<file path="src/rtl/clock_cfg_sched.sv">
// Clock-generator configuration sequencer: round-robin between two requesters,
// reset/lock/retry handshake with the generator. Define CLK_RELOCK_EN to relock on loss of lock.
module clock_cfg_sched #(
  parameter int unsigned RST_CYCLES   = 16,
  parameter int unsigned LOCK_TIMEOUT = 65536,
  parameter int unsigned LOCK_STABLE  = 4,
  parameter int unsigned MAX_RETRY    = 3,
  parameter logic [2:0]  LOCK_CODE    = 3'b100
) (
  input  logic        ref_clk,
  input  logic        reset,
  input  logic [1:0]  req,
  input  logic [31:0] req_counter_0,
  input  logic [31:0] req_counter_1,
  input  logic [31:0] req_ref_0,
  input  logic [31:0] req_ref_1,
  input  logic [8:0]  req_init_0,
  input  logic [8:0]  req_init_1,
  input  logic [2:0]  status,
  output logic [1:0]  done,
  output logic        fail,
  output logic        clk_resetn,
  output logic [31:0] counter,
  output logic [31:0] ref_counter,
  output logic [8:0]  init,
  output logic        busy,
  output logic        locked
);

  localparam logic [1:0] IDLE      = 2'd0;
  localparam logic [1:0] APPLY     = 2'd1;
  localparam logic [1:0] WAIT_LOCK = 2'd2;
  localparam logic [1:0] DONE      = 2'd3;

  localparam int unsigned RW = (RST_CYCLES   > 1) ? $clog2(RST_CYCLES)   : 1;
  localparam int unsigned TW = (LOCK_TIMEOUT > 1) ? $clog2(LOCK_TIMEOUT) : 1;
  localparam int unsigned SW = (LOCK_STABLE  > 1) ? $clog2(LOCK_STABLE)  : 1;
  localparam int unsigned YW = (MAX_RETRY    > 0) ? $clog2(MAX_RETRY + 1) : 1;

  logic [1:0]    state;
  logic          cur_id;
  logic          last_id;
  logic          relock;
  logic [1:0]    pend;
  logic [RW-1:0] rst_cnt;
  logic [TW-1:0] tmo_cnt;
  logic [SW-1:0] stab_cnt;
  logic [YW-1:0] retry_cnt;

  logic [1:0] req_eff;
  logic       win_id;
  logic       lock_now;
  logic       stab_hit;
  logic       tmo_hit;
  logic       retry_ok;
  logic       fin;
  logic       go_relock;
  logic       go_req;

  assign busy = (state != IDLE);

  // A requester whose done pulsed last cycle may still be holding req; mask it once.
  always_comb begin
    req_eff   = req & ~pend;
    win_id    = 1'b0;
    if (req_eff == 2'b11) win_id = ~last_id;
    else                  win_id = req_eff[1];
    lock_now  = (status == LOCK_CODE);
    stab_hit  = lock_now && (stab_cnt == SW'(LOCK_STABLE - 1));
    tmo_hit   = (tmo_cnt == TW'(LOCK_TIMEOUT - 1));
    retry_ok  = (retry_cnt < YW'(MAX_RETRY));
    fin       = stab_hit || (tmo_hit && !retry_ok);
    go_relock = 1'b0;
`ifdef CLK_RELOCK_EN
    go_relock = locked && !lock_now;
`endif
    go_req    = !go_relock && (|req_eff);
  end

  always_ff @(posedge ref_clk) begin
    if (reset) begin
      state       <= IDLE;
      clk_resetn  <= 1'b0;
      counter     <= '0;
      ref_counter <= '0;
      init        <= '0;
      done        <= '0;
      fail        <= 1'b0;
      locked      <= 1'b0;
      cur_id      <= 1'b0;
      last_id     <= 1'b1;
      relock      <= 1'b0;
      pend        <= '0;
      rst_cnt     <= '0;
      tmo_cnt     <= '0;
      stab_cnt    <= '0;
      retry_cnt   <= '0;
    end else begin
      done <= '0;
      fail <= 1'b0;
      pend <= '0;
      case (state)
        IDLE: begin
          if (go_relock || go_req) begin
            state      <= APPLY;
            clk_resetn <= 1'b0;
            rst_cnt    <= '0;
            retry_cnt  <= '0;
            locked     <= 1'b0;
            relock     <= go_relock;
            if (go_req) begin
              cur_id      <= win_id;
              counter     <= win_id ? req_counter_1 : req_counter_0;
              ref_counter <= win_id ? req_ref_1     : req_ref_0;
              init        <= win_id ? req_init_1    : req_init_0;
            end
          end else if (!lock_now) begin
            locked <= 1'b0;
          end
        end
        APPLY: begin
          if (rst_cnt == RW'(RST_CYCLES - 1)) begin
            state      <= WAIT_LOCK;
            clk_resetn <= 1'b1;
            tmo_cnt    <= '0;
            stab_cnt   <= '0;
          end else begin
            rst_cnt <= (rst_cnt == '1) ? rst_cnt : rst_cnt + 1'b1;
          end
        end
        WAIT_LOCK: begin
          // Lock seen on the final timeout cycle still counts as success.
          if (fin) begin
            state  <= DONE;
            locked <= stab_hit;
            if (!relock) begin
              done    <= cur_id ? 2'b10 : 2'b01;
              fail    <= !stab_hit;
              last_id <= cur_id;
            end
          end else if (tmo_hit) begin
            retry_cnt  <= retry_cnt + 1'b1;
            state      <= APPLY;
            clk_resetn <= 1'b0;
            rst_cnt    <= '0;
          end else begin
            stab_cnt <= lock_now ? ((stab_cnt == '1) ? stab_cnt : stab_cnt + 1'b1) : '0;
            tmo_cnt  <= (tmo_cnt == '1) ? tmo_cnt : tmo_cnt + 1'b1;
          end
        end
        default: begin
          state  <= IDLE;
          pend   <= done;
          relock <= 1'b0;
        end
      endcase
    end
  end

endmodule

</file>
<file path="config.mk">
export PLATFORM = sky130hd
export DESIGN_NAME = clock_cfg_sched
export DESIGN_NICKNAME = d
export VERILOG_FILES = /design/src/rtl/clock_cfg_sched.sv
export SDC_FILE = /design/constraint.sdc
export NUM_CORES = 1
export LEC_CHECK = 0
export ABC_CLOCK_PERIOD_IN_PS = 3200
export CAP_MARGIN = 20
export CELL_PAD_IN_SITES_DETAIL_PLACEMENT = 1
export CELL_PAD_IN_SITES_GLOBAL_PLACEMENT = 2
export CORE_ASPECT_RATIO = 1.5
export CORE_MARGIN = 2
export CORE_UTILIZATION = 25
export DETAILED_ROUTE_END_ITERATION = 8
export GPL_ROUTABILITY_DRIVEN = 0
export PLACE_DENSITY_LB_ADDON = 0.12
export SYNTH_ARGS = -nofsm -noshare
export SYNTH_HDL_FRONTEND = slang
export SYNTH_SLANG_ARGS = --single-unit
</file>
<file path="constraint.sdc">
create_clock -name ref_clk -period 3.2 [get_ports ref_clk]
set_clock_uncertainty 0.05 [all_clocks]
set_input_delay 0.32 -clock ref_clk [delete_from_list [all_inputs] [get_ports ref_clk]]
set_output_delay 0.32 -clock ref_clk [all_outputs]
set_load 0.01 [all_outputs]
</file>
# After elaboration in Yosys (flattened, before gate mapping)
# Cells that the tools add are included.
# W data, S select, Z words.
totals:
  in_bits: 153
  output_inout_bits: 79
  reg_bits: 109
op_classes:
  n_lt_le_gt_ge: 1
  n_addsub: 4
  n_bitwise: 7
  n_eq_ne: 17
  mux: 39
  n_reduce_logical: 24
op_table:
  columns: ["cell", "n"]
  rows:
  - ["$mux W32", 2]
  - ["$mux W16", 3]
  - ["$pmux W16 S2", 1]
  - ["$mux W2", 13]
  - ["$add A16 B1 Y16 const B", 1]
  - ["$eq A16 B16 Y1 const B", 1]
  - ["$mux W4", 4]
  - ["$reduce_and A5 Y1", 3]
  - ["$ne A2 B2 Y1 const B", 7]
  - ["$pmux W4 S3", 1]
  - ["$mux W9", 1]
  - ["$ne A3 B3 Y1 const B", 3]
  - ["$reduce_and A3 Y1", 3]
  - ["$mux W1", 8]
  - ["$pmux W2 S2", 2]
  - ["$reduce_and A4 Y1", 2]
  - ["$reduce_or A4 Y1", 2]
  - ["$eq A2 B2 Y1 const B", 3]
  - ["$pmux W2 S3", 1]
  - ["$reduce_bool A2 Y1", 3]
  - ["$not A1 Y1", 5]
  - ["$add A2 B1 Y2 const B", 2]
  - ["$add A4 B1 Y4 const B", 1]
  - ["$eq A4 B4 Y1 const B", 1]
  - ["other kinds (14)", 19]

# Longest topological paths before layout
logic_depth:
  ltp_word: 6
  ltp_mapped: 9
  mapped_depth_nobuf: 7

# Least setup slack after synthesis
# OpenSTA, ideal clock, no wires.
synth_timing:
  path_kind: "reg2reg"
  from: "reg state[0]"
  to: "reg tmo_cnt[14]"
  required_ns: 3.080
  synth_period_minus_slack_ns: 1.965
  path_buffers: 1
  stages_incl_launch_ff: 9
  setup_slack_ns: 1.235
  arrival_time_ns: 1.844
  path_cell_list: "dfxtp_1 > inv_1 > ha_1 > inv_1 > a21oi_2 > a31oi_1 > buf_4 > or4_1 > a21oi_1"
synth_via:
  elab_chain_cells: 3
  elab_cells_between_ends: 8
  classes_between: "5 x eq/ne; 1 x mux; 2 x reduce/logical"
synth_rtl:
  columns: ["element", "line", "text"]
  rows:
  - ["from (decl)", "40", "logic [1:0] state;"]
  - ["from (signal assigned)", "82", "state <= IDLE;"]
  - ["from (signal assigned)", "105", "state <= APPLY;"]
  - ["from (signal assigned)", "123", "state <= WAIT_LOCK;"]
  - ["$eq A2 B2 Y1 or $eq A2 B1 Y1 (tied branches)", "102", "case (state)"]
  - ["$ne A2 B2 Y1 (no source line) or $reduce_bool A2 Y1 (tied branches)", null, null]
  - ["$reduce_and A4 Y1 (no source line)", null, null]
  - ["to (signal assigned)", "148", "tmo_cnt <= (tmo_cnt == '1) ? tmo_cnt : tmo_cnt + 1'b1;"]
  - ["to (decl)", "46", "logic [TW-1:0] tmo_cnt;"]
# Parallel ways exist; a longest one is shown, timed or not.
# A chain may end at the register's enable or synchronous reset.

# Worst setup path after layout
layout_timing:
  from: "reg state[1]"
  to: "reg tmo_cnt[11]"
# The elaborated chain is that of the path after synthesis.

==> summary.md <==
| Metric | Value |
|---|---|
| Core region area | `0.0197 mm^2` |
| Share of post-route cells with drive strength above 1 | `0.0602` |
| TNS Setup | `0 ps` |
| Crit path arrival time | `2590 ps` |
| Most common cell in the netlist | `dfxtp_1` |
| 1st-iter DRT viols | `139` |
| Post-Route Utilization | `0.404` |
| PortBufs | `231` |
| GR Layer Usage met3 | `0.0463` |
| Final Hold Viols | `0` |
| Crit-path slowest cell | `or4_1` |
| IO Pins | `232` |
| Register area share after synthesis | `0.432` |
| Initial Util | `0.254` |
| Max Cap Viol | `0` |
| Post CTS Setup Buffer Count | `0` |
| Worst-case clock buffer depth | `2` |
| Post-synth EDFFs | `0` |
| Number of CTS-inserted buffers | `9` |
| # DRC | `0` |
| WL/cell | `17.9 um` |
| Critical Path Source Type | `flop` |
| Vias in the first global route | `5311` |
| Final net count | `920` |
| GR Util met1 | `0.171` |
| Final ANT Viol Nets | `0` |
| Post-CTS sizing | `0` |
| Flops & latches, synth | `108` |
| Clk sinks | `108` |
| Mapped Cells | `542` |
| Clock Tree Root | `clkbuf_16` |
| # diodes | `0` |
| Global-route wire length before repair | `28.2 mm` |
| Share of the synthesized area in the top cell type | `0.432` |
| CP Class | `reg2reg` |
| Slew headroom | `0.461` |
| Synth async-reset ratio | `0` |
| Hpwl dp | `14.3 mm` |
| Chip Width | `120 um` |
| M2 GR Usage | `0.332` |
| Number of antenna violations at the first check in global routing | `1` |
| Critical Path Fanout Max | `16` |
| Synthesized area | `0.00500 mm^2` |
| Leakage Power | `3.18 nW` |
| Area delta synth->final | `59.0%` |
| Worst Hold Class | `in2reg` |
| CP bufs+invs | `2` |
| CP required | `3430 ps` |
| Reg clk slew, reported paths | `80 ps` |
| Max H-tree Level | `3` |
| Overall Global Routing Usage | `0.171` |
| Synth area leader | `dfxtp_1` |
| Worst Tran Pin Value | `798 ps` |
| PnR Total Power | `5.80 mW` |
| Crit-path max cell delay | `470 ps` |
| Insertion delay to the later sink of the worst-skew pair | `350 ps` |
| Fin crit period | `2360 ps` |
| WL final | `18.3 mm` |
| Ranking of synthesized cells by area | `dfxtp_1, mux2i_1, a211oi_1, nor2_1, a21oi_1` |
| Total number of yosys warnings | `0` |
| DR pass1 iterations | `4` |
| CTS tree | `done` |
| Vias | `4971` |
| RSZ-0062 raised after global routing | `no` |
| Critical path cell sequence | `inv_1, ha_1, a21oi_2, a31oi_1, buf_4, or4_1, a21oi_1` |
| Fmax | `424 MHz` |
| Vias/cell | `4.85` |
| Hold Buf Count CTS | `0` |
| Outcome | `completed` |
| Syn Nets | `703` |
| Largest net degree at the start of global routing | `46` |
| Count of final setup violators | `0` |
| Top FF cell, synth | `dfxtp_1` |
| Synth cell count leaders | `dfxtp_1, nor2_1, a211oi_1, mux2i_1, a21oi_1` |
| Total gr overflow | `0` |
| # rows | `63` |
| PD cells | `729 mW/mm^2` |
| Synth unique cells | `51` |
| Synth Area per Inst | `9.23 um^2` |
| Die ar. | `0.0212 mm^2` |
| Final period util | `0.736` |
| Chip height | `177 um` |
| Maximum vdd ir drop | `0.314 mV` |
| Gr busiest metal | `met2` |
| Max-slew violations | `0` |
| CP delay by family, top | `compound AO/OA/AOI/OAI gates` |
| Worst Setup End Kind | `flop` |
## state kept, by name (all words and copies together), names as in the netlist, 2 cells and up
register and flops:
counter 32, done 2, init 9, pend 2, ref_counter 32, retry_cnt 2, rst_cnt 4, stab_cnt 2
state 2, tmo_cnt 16
## cells in the final DEF (no fill, tap or decap), drive strengths merged, types with 2 or more instances in the layout
| master | count |
|---|---|
| clkinvlp | 2 |
| ha | 8 |
| nand3 | 9 |
| nand4 | 8 |
| nand4b | 3 |
| mux2i | 74 |
| nor3b | 3 |
| o31ai | 10 |
| dfxtp | 108 |
| clkinv | 3 |
| and4 | 4 |
| and2 | 3 |
| and3 | 2 |
| a31oi | 6 |
| nor2 | 86 |
| a41oi | 2 |
| or4 | 10 |
| clkbuf | 10 |
| or3 | 4 |
| nand2b | 2 |
| a211oi | 75 |
| o21ai | 10 |
| buf | 18 |
| clkdlybuf4s50 | 230 |
| inv | 9 |
| nand2 | 19 |
| a21oi | 25 |
| nor3 | 6 |
## where the power goes
group / switching (mW) / internal (mW)
combinational: 1.47 / 1.35
clock: 0.557 / 0.537
sequential: 0.197 / 1.70
## routing by layer
metal | part of all wire | wire length (um)
met2 | 0.55 | 10000
met3 | 0.060 | 1090
met4 | 0.025 | 463
met1 | 0.37 | 6720
met5 | 0.00055 | 10
## area by class of cell
class,instances,area [um^2]
fillers,2318,11700
clock buffers,10,229
inverters,8,30.0
flip-flops and latches,108,2160
multi-input cells,384,2640
clock inverters,6,50.0
repair buffers,248,2520
well taps,260,325
## per-stage QoR
stage	worst slack (ps)	cell area [um^2]	std cells	hold slack [ps]
after floorplan	1240	5000	542	386
after global placement	865	7680	1008	398
final	843	7960	1024	398
after detailed placement	796	7680	1008	411
after global routing	663	7960	1024	432
after CTS	841	7960	1024	398
## cells by family after synthesis
family | count (synthesis) | synth area share
compound gates | 137 | 0.190
xor+xnor | 1 | 0.00175
fa+ha+maj | 8 | 0.0200
buf+inv | 50 | 0.0452
flops | 108 | 0.432
mux | 74 | 0.148
simple gates | 164 | 0.163
## path summary, 6_finish.rpt
| check | startpoint | slack, ps | to | depth (start not counted) |
|---|---|---|---|---|
| setup / recovery | state[1] | 840 | tmo_cnt[11] | 7 |
| hold / removal | reset | 400 | stab_cnt[0] | 2 |
| setup reg to reg | state[1] | 840 | tmo_cnt[11] | 7 |
| hold reg to reg | done[0] | 420 | pend[0] | 1 |
(Power assumes the default switching activity.)
